===== config.mk =====
export PLATFORM = sky130hd
export DESIGN_NAME = tick_bcd_counter
export DESIGN_NICKNAME = d
export VERILOG_FILES = /design/src/rtl/tick_bcd_counter.sv
export SDC_FILE = /design/constraint.sdc
export NUM_CORES = 1
export LEC_CHECK = 0
export ABC_CLOCK_PERIOD_IN_PS = 2400
export BUFFER_PORTS_ARGS = -buffer_cell sky130_fd_sc_hd__buf_2
export CAP_MARGIN = 20
export CORE_MARGIN = 2
export CORE_UTILIZATION = 45
export DETAILED_ROUTE_END_ITERATION = 12
export PLACE_DENSITY = 0.73
export SLEW_MARGIN = 10
export SYNTH_ARGS = -nofsm -noshare
export SYNTH_HDL_FRONTEND = slang
export SYNTH_SLANG_ARGS = --single-unit

===== constraint.sdc =====
create_clock -name clk -period 2.4 [get_ports clk]
set_clock_uncertainty 0.15 [all_clocks]
set_input_delay 0.12 -clock clk [delete_from_list [all_inputs] [get_ports clk]]
set_output_delay 0.12 -clock clk [all_outputs]
set_load 0.03 [all_outputs]

===== src/rtl/tick_bcd_counter.sv =====
// Multi-digit BCD event counter driven by the clock divider's tick strobe, with run/stop toggle,
// synchronous clear and terminal-count pulse. Define TICK_COUNTER_DOWN_EN to honour the dir input.
module tick_bcd_counter #(
    parameter int DIGITS = 2,
    parameter int WRAP   = 1
) (
    input  logic                  clk,
    input  logic                  rst,
    input  logic                  tick,
    input  logic                  btn_run,
    input  logic                  clr,
    input  logic                  dir,
    output logic [4*DIGITS-1:0]   bcd,
    output logic                  running,
    output logic                  term_pulse
);

    localparam int W = 4 * DIGITS;
    localparam logic [W-1:0] ALL_NINES = {DIGITS{4'h9}};

    typedef enum logic [1:0] {
        IDLE = 2'd0,
        RUN  = 2'd1,
        HOLD = 2'd2
    } state_t;

    state_t       state;
    state_t       state_n;
    logic         btn_prev;
    logic         run_edge;
    logic         term_n;
    logic [W-1:0] bcd_n;
    logic [W-1:0] inc_val;
    logic [W-1:0] step_val;
    logic [W-1:0] wrap_val;
    logic         at_term;

    assign run_edge = btn_run & ~btn_prev;

    always_comb begin
        logic carry;
        inc_val = bcd;
        carry   = 1'b1;
        for (int i = 0; i < DIGITS; i++) begin
            if (carry) begin
                if (bcd[4*i +: 4] == 4'd9) begin
                    inc_val[4*i +: 4] = 4'd0;
                end else begin
                    inc_val[4*i +: 4] = bcd[4*i +: 4] + 4'd1;
                    carry = 1'b0;
                end
            end
        end
    end

`ifdef TICK_COUNTER_DOWN_EN
    logic [W-1:0] dec_val;

    always_comb begin
        logic borrow;
        dec_val = bcd;
        borrow  = 1'b1;
        for (int i = 0; i < DIGITS; i++) begin
            if (borrow) begin
                if (bcd[4*i +: 4] == 4'd0) begin
                    dec_val[4*i +: 4] = 4'd9;
                end else begin
                    dec_val[4*i +: 4] = bcd[4*i +: 4] - 4'd1;
                    borrow = 1'b0;
                end
            end
        end
    end

    // dir only matters on tick cycles, where these selections are consumed.
    assign at_term  = dir ? (bcd == '0) : (bcd == ALL_NINES);
    assign step_val = dir ? dec_val : inc_val;
    assign wrap_val = dir ? ALL_NINES : '0;
`else
    logic unused_dir;
    assign unused_dir = dir;
    assign at_term    = (bcd == ALL_NINES);
    assign step_val   = inc_val;
    assign wrap_val   = '0;
`endif

    always_comb begin
        state_n = state;
        bcd_n   = bcd;
        term_n  = 1'b0;
        if (clr) begin
            state_n = IDLE;
            bcd_n   = '0;
        end else begin
            case (state)
                IDLE: begin
                    if (run_edge) state_n = RUN;
                end
                RUN: begin
                    if (tick) begin
                        if (at_term) begin
                            term_n = 1'b1;
                            if (WRAP != 0) bcd_n = wrap_val;
                            else           state_n = HOLD;
                        end else begin
                            bcd_n = step_val;
                        end
                    end
                    // Saturation wins over a simultaneous stop request.
                    if (run_edge && state_n == RUN) state_n = IDLE;
                end
                HOLD: state_n = HOLD;
                default: state_n = IDLE;
            endcase
        end
    end

    always_ff @(posedge clk or posedge rst) begin
        if (rst) begin
            state      <= IDLE;
            btn_prev   <= 1'b1;
            bcd        <= '0;
            running    <= 1'b0;
            term_pulse <= 1'b0;
        end else begin
            state      <= state_n;
            btn_prev   <= btn_run;
            bcd        <= bcd_n;
            running    <= (state_n == RUN);
            term_pulse <= term_n;
        end
    end

endmodule


==> parameters.txt <==
Parameter                              Value

Outcome
  Result of the run    finished, final reports clean

Placement
  Final weighted congestion in routability-driven placement    ~0.77
  Placement-stage cell area    around 730 um2
  Number of placed instances with taps included    a little over 90
  Number of input and output port buffers inserted    14
  Final HPWL DP    886 um

Worst setup path
  Path type of the worst setup path    reg2reg
  Element type at the critical path start    flop
  Reg2Reg Depth    3
  CP Buf/Inv Count    0
  Levels on crit path    3
  Worst flop-to-flop path endpoint    bcd[2]
  Critical Path End Type    flop
  Critical-path cell list    nand3b_1, or4_1, a21oi_1
  Reg-to-reg critical path startpoint    state[1]
  Crit path to    bcd[2]
  Required time at the endpoint of the critical path    around 2500 ps
  Critical path data arrival time    about 1700 ps
  Critical-path top delay cell    sky130_fd_sc_hd__or4_1
  Worst R2R Setup Slack    730 ps
  Slowest Stage Delay on Critical Path    about 560 ps
  Kind of cell with the highest combined delay on the critical path    simple AND/OR/NAND/NOR gates
  Worst setup path start    state[1]
  CP Max Fanout    12

Yosys
  Cell types occupying the most area after synthesis    sky130_fd_sc_hd__dfrtp_1 (46%), sky130_fd_sc_hd__ha_1 (7.6%), sky130_fd_sc_hd__a21oi_1 (5.3%), sky130_fd_sc_hd__dfstp_2 (4.0%), sky130_fd_sc_hd__or3_1 (3.8%)
  Ys Warns    0
  Seq/Total Area, Yosys    just under 50%
  Dominant combinational cell family by area after synthesis    simple AND/OR/NAND/NOR gates
  FF+latch count, synth    13
  Syn Std Cell Area    roughly 660 um2
  Multiplexer area fraction after synthesis    0%
  Library cell occupying the most area in the post-synthesis netlist    sky130_fd_sc_hd__dfrtp_1
  Post-synthesis share of cell area spent on xor and xnor gates    between 1 and 1.5%
  Area share of the largest cell type after synthesis    45.6%
  Dominant synthesized flop cell    sky130_fd_sc_hd__dfrtp_1
  Synthesized area per cell    roughly 10 um2
  Mapped Nets    76
  Number of cells produced by synthesis    66
  Fraction of the mapped netlist area in simple logic gates    23.6%
  Adder-Cell Fraction of Synth Area    about 7.6%
  Count of flip-flops with a built-in enable after synthesis    0
  FFs w/ async S/R, synth    100%
  Compound-gate portion of the synthesized area    12.2%
  Count of unique library cells instantiated by Yosys    26

Timing
  Setup repair after global routing missed its margin    false
  Setup Total Neg Slack    0 ps
  Relative slew margins    around two thirds
  Fin. max-slew vios    0
  Setup-failing EPs final    0
  Final Hold Violating Endpoints    0
  Slew @ Worst Pin    486 ps
  Share of the clock period used by the worst path after layout    a little over two thirds
  Maximum clock frequency    approximately 0.6 GHz
  Time the worst path needs with I/O delays and setup    between 1500 and 2000 ps

Route
  DRC violations left    0
  Via total after detailed routing    roughly 540
  Total wire length    1270 um
  Detailed Routing Iterations Pass 1    4
  WL/cell    roughly 13 um
  DRC violation total after the first TritonRoute iteration    7
  Via density per instance    approximately 5.5
  Residual antenna-violating net count after detailed routing    0

Global routing
  Met3 capacity usage during global routing    under 10%
  Pin count of the biggest net entering global routing    14
  Met1 Track Usage GR    ~22%
  Met2 global-route usage    ~27%
  First-pass GRT wire length    about 2300 um
  Busiest grt layer    met2
  Aggregate global routing overflow    0
  Overall fraction of global-route tracks in use    between 10% and 20%
  Initial antenna violation count    0
  Number of global-route vias before repair    between 500 and 600

Final layout
  Most common cell after layout, fill and taps aside    sky130_fd_sc_hd__buf_2
  Count of inserted antenna diode cells    0
  Area Overhead vs Synth    18.4%
  Area taken by flip-flops and latches    roughly 330 um2
  Final instance area    between 700 and 800 um2
  Combined area of the multi-input logic cells    between 200 and 300 um2
  Number of inserted filler cells in the final layout    129
  Most used cells in the layout excluding fill and tap cells    sky130_fd_sc_hd__buf_2 (14), sky130_fd_sc_hd__dfrtp_1 (12), sky130_fd_sc_hd__a21oi_1 (7)
  Layout net count    94
  Proportion of layout cells with a drive suffix above 1    between 20% and 30%
  Non-Filler Instances    98

Clock tree
  CTS tree    done
  Maximum level of the CTS H-tree    1
  Clock root buffer    sky130_fd_sc_hd__clkbuf_4
  Clock-pin transition on the worst setup and hold timing paths    90 ps
  Number of clock sinks    13
  Clock insertion delay at the later pin of the skew report    between 200 and 300 ps
  Num CTS Buffers    3
  Setup bufs post-CTS    0
  CTS Buffer Depth    2

Worst hold path
  Type of the most critical hold path    in2reg

Job
  Max-cap check violation count    0

Floorplanning
  Die outline height    between 40 and 50 um
  Die Span X    approximately 42 um
  Area of the die    1780 um2
  Initial cell density of the core    roughly half
  Core area    roughly 1300 um2
  Ports    16
  Number of placement rows    13

Power
  Static leakage    about 0.00035 uW
  VDD IR-drop max    around 0.00034 V
  Pwr Density    roughly 530 nW/um2
## layout make-up
class | instances | share of cell area (%)
sequential | 13 | 41.9
multi-input combinational | 44 | 37.7
timing repair buffer | 16 | 11.6
clock buffer | 4 | 3.37
inverter | 6 | 3.05
tap | 15 | 2.41
## stage by stage
step | setup slack, ps | total power (uW) | utilization [%] | hold WS [ps]
5_1_grt | 548 | 429 | 58.4 | 29.4
4_1_cts | 721 | 416 | 58.4 | 10.2
3_3_place_gp | 740 | 274 | 55.0 | 13.7
3_5_place_dp | 729 | 276 | 55.0 | 24.6
6_report | 725 | 410 | 58.4 | 12.1
2_1_floorplan | 578 | 262 | - | -154
## state kept, by name, indices dropped and copies added, names as in the netlist
register and count:
bcd 8, state 2, btn_prev 1, running 1
term_pulse 1
## synthesized netlist by cell type (2+ instances only)
master,instances
sky130_fd_sc_hd__ha_1,4
sky130_fd_sc_hd__o21ai_0,3
sky130_fd_sc_hd__nor3_1,3
sky130_fd_sc_hd__a21oi_1,7
sky130_fd_sc_hd__and3b_1,2
sky130_fd_sc_hd__nand2_1,4
sky130_fd_sc_hd__dfrtp_1,12
sky130_fd_sc_hd__nand3b_1,3
sky130_fd_sc_hd__nand3_1,3
sky130_fd_sc_hd__or3_1,4
sky130_fd_sc_hd__inv_1,5
sky130_fd_sc_hd__nand4b_1,2
## worst min path at each step
stage / startpoint / cells past startpoint / slack [ps] / end
after floorplan: rst / 1 / -150 / bcd[0]
after global placement: rst / 2 / 10 / bcd[1]
after detailed placement: rst / 2 / 20 / bcd[1]
after CTS: clr / 2 / 10 / bcd[2]
after global routing: clr / 2 / 30 / bcd[6]
final: clr / 2 / 10 / bcd[2]
## what timing repair did
action	CTS	global route
hold buffers	2	0
hold endpoints to repair	13	0
resized for setup	0	0
## where the power goes
part	internal, uW	total, uW	switching (uW)	leakage, uW
registers	226	232	6.42	0.000176
logic	13.9	41.1	27.3	0.000164
clock network	64.4	136	72.0	0.0000150
## cells by family after synthesis
logic type,count (synthesis)
XOR/XNOR,1
flip-flops,13
buffers and inverters,9
AO/OA/AOI/OAI,14
AND/OR/NAND/NOR,25
adder cells (fa/ha/maj),4
## metal layers
layer / part of all wire, % / up-vias
met5: 0 / -
met1: 50 / 251
met4: 0 / 0
met3: 5.6 / 0
li1: - / 267
met2: 45 / 19
(Power assumes the default switching activity.)
